$ cat src/rtl/immext_pipe_if.sv
// immext_pipe_if: valid/ready bundle carrying instruction words in and extended immediates out
//   Parameters: XLEN (immediate width, 32 or 64), TAGW (sideband tag width)
//   Input side : InValid, InReady, Instr[31:0], ImmSrc[2:0], InTag[TAGW-1:0]
//   Output side: OutValid, OutReady, ImmExt[XLEN-1:0], OutTag[TAGW-1:0], ImmIllegal
//   modport slave  : the extender itself
//   modport master : the decode/execute environment around it
interface immext_pipe_if #(
    parameter int XLEN = 32,
    parameter int TAGW = 5
);
    logic            InValid;
    logic            InReady;
    logic [31:0]     Instr;
    logic [2:0]      ImmSrc;
    logic [TAGW-1:0] InTag;
    logic            OutValid;
    logic            OutReady;
    logic [XLEN-1:0] ImmExt;
    logic [TAGW-1:0] OutTag;
    logic            ImmIllegal;

    modport slave (
        input  InValid, Instr, ImmSrc, InTag, OutReady,
        output InReady, OutValid, ImmExt, OutTag, ImmIllegal
    );

    modport master (
        output InValid, Instr, ImmSrc, InTag, OutReady,
        input  InReady, OutValid, ImmExt, OutTag, ImmIllegal
    );
endinterface

$ cat src/rtl/immext_pipe.sv
// immext_pipe: pipelined immediate extender with a 2-entry skid buffer between decode and execute
//   Ports: clk (rising edge), reset (synchronous, active-high), bus (immext_pipe_if.slave)
//   Input handshake : bus.InValid/InReady with Instr, ImmSrc, InTag
//   Output handshake: bus.OutValid/OutReady with ImmExt, OutTag, ImmIllegal
//   Formats: 000 I, 001 S, 010 B, 011 J, 100 U, 101 CI / 110 CJ (only with IMMEXT_RVC_EN), 111 reserved
//   Macro IMMEXT_RVC_EN: when defined, compressed CI/CJ immediates are decoded; otherwise 101/110 are illegal
module immext_pipe #(
    parameter int XLEN = 32,
    parameter int TAGW = 5
) (
    input  logic          clk,
    input  logic          reset,
    immext_pipe_if.slave  bus
);
    localparam int EW = XLEN + TAGW + 1;

    typedef enum logic [1:0] {EMPTY = 2'd0, ONE = 2'd1, FULL = 2'd2} state_t;

    state_t          r_state;
    state_t          w_next;
    logic [EW-1:0]   r_mem [2];
    logic            r_wr_ptr;
    logic            r_rd_ptr;
    logic            r_in_ready;
    logic            r_out_valid;
    logic [31:0]     w_ins;
    logic            w_s;
    logic [XLEN-1:0] w_imm;
    logic            w_illegal;
    logic            w_push;
    logic            w_pop;
    logic            w_unused;

    assign w_ins    = bus.Instr;
    assign w_s      = w_ins[31];
    assign w_unused = ^w_ins[6:0];

    // Immediate is formed combinationally and captured when the entry is written
    always_comb begin
        w_imm     = '0;
        w_illegal = 1'b0;
        case (bus.ImmSrc)
            3'b000:  w_imm = {{(XLEN-12){w_s}}, w_ins[31:20]};
            3'b001:  w_imm = {{(XLEN-12){w_s}}, w_ins[31:25], w_ins[11:7]};
            3'b010:  w_imm = {{(XLEN-13){w_s}}, w_ins[31], w_ins[7], w_ins[30:25], w_ins[11:8], 1'b0};
            3'b011:  w_imm = {{(XLEN-21){w_s}}, w_ins[31], w_ins[19:12], w_ins[20], w_ins[30:21], 1'b0};
            3'b100:  w_imm = {{(XLEN-31){w_s}}, w_ins[30:12], 12'b0};
`ifdef IMMEXT_RVC_EN
            3'b101:  w_imm = {{(XLEN-6){w_ins[12]}}, w_ins[12], w_ins[6:2]};
            3'b110:  w_imm = {{(XLEN-12){w_ins[12]}}, w_ins[12], w_ins[8], w_ins[10:9], w_ins[6],
                              w_ins[7], w_ins[2], w_ins[11], w_ins[5:3], 1'b0};
`endif
            default: w_illegal = 1'b1;
        endcase
    end

    // Handshakes use the registered ready/valid, so FULL ignores input and EMPTY ignores OutReady
    assign w_push = bus.InValid & r_in_ready;
    assign w_pop  = r_out_valid & bus.OutReady;

    always_comb begin
        w_next = (r_state == EMPTY) ? (w_push ? ONE : EMPTY) :
                 (r_state == ONE)   ? ((w_push && !w_pop) ? FULL : (w_pop && !w_push) ? EMPTY : ONE) :
                                      (w_pop ? ONE : FULL);
    end

    always_ff @(posedge clk) begin
        if (reset) begin
            r_state     <= EMPTY;
            r_wr_ptr    <= 1'b0;
            r_rd_ptr    <= 1'b0;
            r_in_ready  <= 1'b1;
            r_out_valid <= 1'b0;
            r_mem[0]    <= '0;
            r_mem[1]    <= '0;
        end else begin
            if (w_push) begin
                r_mem[r_wr_ptr] <= {w_imm, bus.InTag, w_illegal};
                r_wr_ptr        <= ~r_wr_ptr;
            end
            if (w_pop)
                r_rd_ptr <= ~r_rd_ptr;
            r_state     <= w_next;
            r_in_ready  <= (w_next != FULL);
            r_out_valid <= (w_next != EMPTY);
        end
    end

    // Reset gating keeps upstream from handing over words that the reset edge would discard
    assign bus.InReady  = r_in_ready & ~reset;
    assign bus.OutValid = r_out_valid;
    assign {bus.ImmExt, bus.OutTag, bus.ImmIllegal} = r_mem[r_rd_ptr];
endmodule

$ cat src/flat_wrapper.sv
// flat-port wrapper written by rule: the top's interface ports become plain ports
module immext_pipe_flat 
#(
    parameter int XLEN = 32,
    parameter int TAGW = 5
)
  (clk, reset, bus_InValid, bus_Instr, bus_ImmSrc, bus_InTag, bus_OutReady, bus_InReady, bus_OutValid, bus_ImmExt, bus_OutTag, bus_ImmIllegal);
  immext_pipe_if #(.XLEN(XLEN), .TAGW(TAGW)) bus_i ();
  input  logic clk;
  input  logic reset;
  input wire logic [$bits(bus_i.InValid)-1:0] bus_InValid;
  input wire logic [$bits(bus_i.Instr)-1:0] bus_Instr;
  input wire logic [$bits(bus_i.ImmSrc)-1:0] bus_ImmSrc;
  input wire logic [$bits(bus_i.InTag)-1:0] bus_InTag;
  input wire logic [$bits(bus_i.OutReady)-1:0] bus_OutReady;
  output wire logic [$bits(bus_i.InReady)-1:0] bus_InReady;
  output wire logic [$bits(bus_i.OutValid)-1:0] bus_OutValid;
  output wire logic [$bits(bus_i.ImmExt)-1:0] bus_ImmExt;
  output wire logic [$bits(bus_i.OutTag)-1:0] bus_OutTag;
  output wire logic [$bits(bus_i.ImmIllegal)-1:0] bus_ImmIllegal;
  assign bus_i.InValid = bus_InValid;
  assign bus_i.Instr = bus_Instr;
  assign bus_i.ImmSrc = bus_ImmSrc;
  assign bus_i.InTag = bus_InTag;
  assign bus_i.OutReady = bus_OutReady;
  assign bus_InReady = bus_i.InReady;
  assign bus_OutValid = bus_i.OutValid;
  assign bus_ImmExt = bus_i.ImmExt;
  assign bus_OutTag = bus_i.OutTag;
  assign bus_ImmIllegal = bus_i.ImmIllegal;
  immext_pipe #(.XLEN(XLEN), .TAGW(TAGW)) u_core (.clk(clk), .reset(reset), .bus(bus_i));
endmodule
$ cat config.mk
export PLATFORM = sky130hd
export DESIGN_NAME = immext_pipe_flat
export DESIGN_NICKNAME = d
export VERILOG_FILES = /design/src/rtl/immext_pipe_if.sv /design/src/rtl/immext_pipe.sv /design/src/flat_wrapper.sv
export SDC_FILE = /design/constraint.sdc
export NUM_CORES = 1
export LEC_CHECK = 0
export BUFFER_PORTS_ARGS = -buffer_cell sky130_fd_sc_hd__buf_2
export CORE_UTILIZATION = 41
export DETAILED_ROUTE_END_ITERATION = 7
export PLACE_DENSITY_LB_ADDON = 0.05
export SLEW_MARGIN = 20
export SYNTH_ARGS = -nofsm -noshare
export SYNTH_HDL_FRONTEND = slang
export SYNTH_SLANG_ARGS = --single-unit
$ cat constraint.sdc
create_clock -name clk -period 4.8 [get_ports clk]
set_input_delay 0.48 -clock clk [delete_from_list [all_inputs] [get_ports clk]]
set_output_delay 0.48 -clock clk [all_outputs]
set_load 0.005 [all_outputs]
==> results.yml <==
run_status:
  status: "completed"
yosys:
  synthArstFlopShare: 0
  synth_area_leaders: "edfxtp_1 58%, mux2_2 11%, nor2_1 4.9%, dfxtp_1 3.6%, a21oi_1 2.5%"
  yosysSeqAreaShare: 0.616
  yosys_register_bits: 83
  ys.flop_type: "edfxtp_1"
  synth_nets: 343
  synth_top_area_share: 0.581
  yosysUniqueCellTypes: 37
  synth_common_cells: "76 x edfxtp_1, 51 x nor2_1, 38 x mux2_2"
  post-synth-top-area-cell: "edfxtp_1"
  yosysWarnings: 0
  syn_avg_cell_area_sq_um: 13.2
  synth-edff-count: 76
  post-synth-top-count-cell: "edfxtp_1"
  synthCells: 298
  syn_area_sq_um: 3930
cts:
  cts_buffers: 9
  cts_sinks: 83
  cts_tree: "built"
  post_cts_buffers: 0
  clk_path_buf_depth: 2
  clkLatencyLatePin_ns: 0.34
  htreeDepth: 3
  clk_pin_slew_worst_paths_ns: 0.08
  root_buffer: "clkbuf_8"
  cts_hold_buffers: 0
  cts_resized: 0
worst_setup_path:
  r2r-start: "u_core.r_wr_ptr"
  regToRegEndpoint: "u_core.r_mem[1][5]"
  crit_path_max_fanout: 38
  path_class: "register to primary output"
  worst_ep_required_time_ns: 4.32
  cp.arrival_ns: 1.91
  critical_path.top_delay_family: "flip-flops"
  slowest_stage: "dfxtp_2"
  rr_worst_depth: 3
  crit_chain: "mux2_2, buf_2"
  r2r_slack_ns: 2.70
  crit_path_end: "bus_ImmExt[22]"
  crit_path_start_kind: "register"
  cpPeakStageDelay_ns: 0.98
  cp.buffers_inverters: 1
  path_depth: 2
  crit_path_end_kind: "primary output"
final_layout:
  drive_above_1_share: 0.410
  final_nets: 414
  post-route-cell-area_sq_um: 4620
  area_delta_synth_final_pct: 17.4
  n_antenna_cell: 0
  fillers: 846
  final_core_util: 0.497
  seq_area_sq_um: 2420
  multi_input_area_sq_um: 1370
detailed_routing:
  first_iter_violations: 76
  wl_per_cell_um: 15.9
  ant_nets: 0
  vias: 2511
  drc: 0
  avgViaCountPerCell: 5.00
  wl_mm: 8.00
  drt_pass1_iterations: 4
timing:
  skew_ns: 0.0101
  period_minus_slack_ns: 2.39
  hold_violations: 0
  worst_pin_slew_ns: 1.06
  max_slew_margin: 0.291
  rsz0062_at_grt: "no"
  fin_crit_sh: 0.497
  slew_viol_final: 0
  finalSetupViolCount: 0
  fin_tns_setup_ns: 0
  fmax_mhz: 419
die:
  start_util: 0.423
  die_h_um: 99.9
  io_pins: 84
  core_area_sq_um: 9280
  dieArea_sq_um: 9980
  rows: 35
  die_x_um: 99.9
global_route:
  grt_max_degree: 39
  grt_first_pass_wirelength_mm: 12.3
  grt_antenna_before_repair: 0
  grt_pass1_vias: 2404
  overflow: 0
  track_usage: 0.165
placed_design:
  portBuffers: 76
  hpwl_mm: 4.84
  gp_congestion: 0.717
  placed_area_sq_um: 4390
power_and_ir_drop:
  power.density_nw_per_um2: 367
  power_w: 0.00169
  peakVddDrop_mv: 0.164
  p_leak_nw: 1.85
run:
  max-cap-violations: 0
min_path:
  hold_class: "input port to register"
[cell usage in the layout, fill, tap and decap left out, types with 3 or more instances in the layout]
cell / synthesis / final
edfxtp_1: 76 / 76
nor3b_4: 3 / 3
and2_1: 13 / 13
a31oi_1: 16 / 16
dfxtp_1: 7 / 6
inv_1: 8 / 8
buf_4: 2 / 3
mux2_2: 38 / 38
nor2_1: 51 / 51
a21oi_2: 10 / 10
nand2_1: 4 / 4
clkbuf_8: 0 / 9
a21oi_1: 20 / 20
mux2i_1: 6 / 6
buf_2: 11 / 76
bufinv_16: 0 / 3
[kinds of logic (layout without fill, tap and decap cells)]
kind of cell / after synthesis / count (layout) / synth area share
xor gates and xnor gates: 3 / 3 / 0.0115
adders and majority gates: 1 / 1 / 0.00318
DFF: 83 / 83 / 0.616
AOI/OAI and AO/OA: 53 / 53 / 0.0863
muxes: 44 / 44 / 0.124
and+or+nand+nor: 87 / 87 / 0.120
buffers and inverters: 27 / 102 / 0.0391
[metrics by stage]
step           instances  setup slack, ns  hold slack, ns
6_report             502             2.41           0.453
5_1_grt              502             2.28           0.431
4_1_cts              502             2.32           0.433
3_5_place_dp         487             2.36           0.489
3_3_place_gp         487             2.34           0.487
2_1_floorplan        298             1.98           0.472
[final cells by class]
class | instances | share of cell area
clock buffer | 9 | 0.0268
clock inverter | 6 | 0.0228
inverter | 8 | 0.00651
multi-input combinational | 188 | 0.297
sequential | 83 | 0.525
tap | 129 | 0.0350
timing repair buffer | 79 | 0.0873
[how the worst min path moves through the flow]
stage                     cells after the start  slack [ns]             from             endpoint
after detailed placement                      2        0.49  u_core.r_rd_ptr             register
after global routing                          2        0.43    bus_Instr[25]  u_core.r_mem[1][11]
final                                         3        0.45     bus_InTag[0]   u_core.r_mem[0][1]
after CTS                                     3        0.43     bus_InTag[1]   u_core.r_mem[1][2]
after floorplan                               2        0.47  u_core.r_rd_ptr             register
after global placement                        2        0.49  u_core.r_rd_ptr             register
[per-layer routing]
layer	track usage	share of wire
met1	0.208	0.46
met2	0.280	0.48
met3	0.0313	0.043
met4	0.0679	0.0091
met5	0	0
[flip-flops by register name, indices dropped and copies added, names as in the netlist, named ones only]
signal               cells
u_core.bus.OutValid      1
u_core.r_in_ready        1
u_core.r_mem            76
u_core.r_rd_ptr          1
u_core.r_state           2
u_core.r_wr_ptr          1
[worst register-to-register path: stages, from the launching register on]
cell and delay (ns):
dfxtp_1 0.51, nand3_1 0.11, buf_4 0.27, nand2b_2 0.79
[report_power, final]
part / switching (W) / leakage, nW / internal (W)
combinational: 0.000120 / 0.871 / 0.000110
sequential: 0.0000288 / 0.866 / 0.000850
clock: 0.000244 / 0.110 / 0.000340
Note: power is estimated with default switching activity, not from simulation.
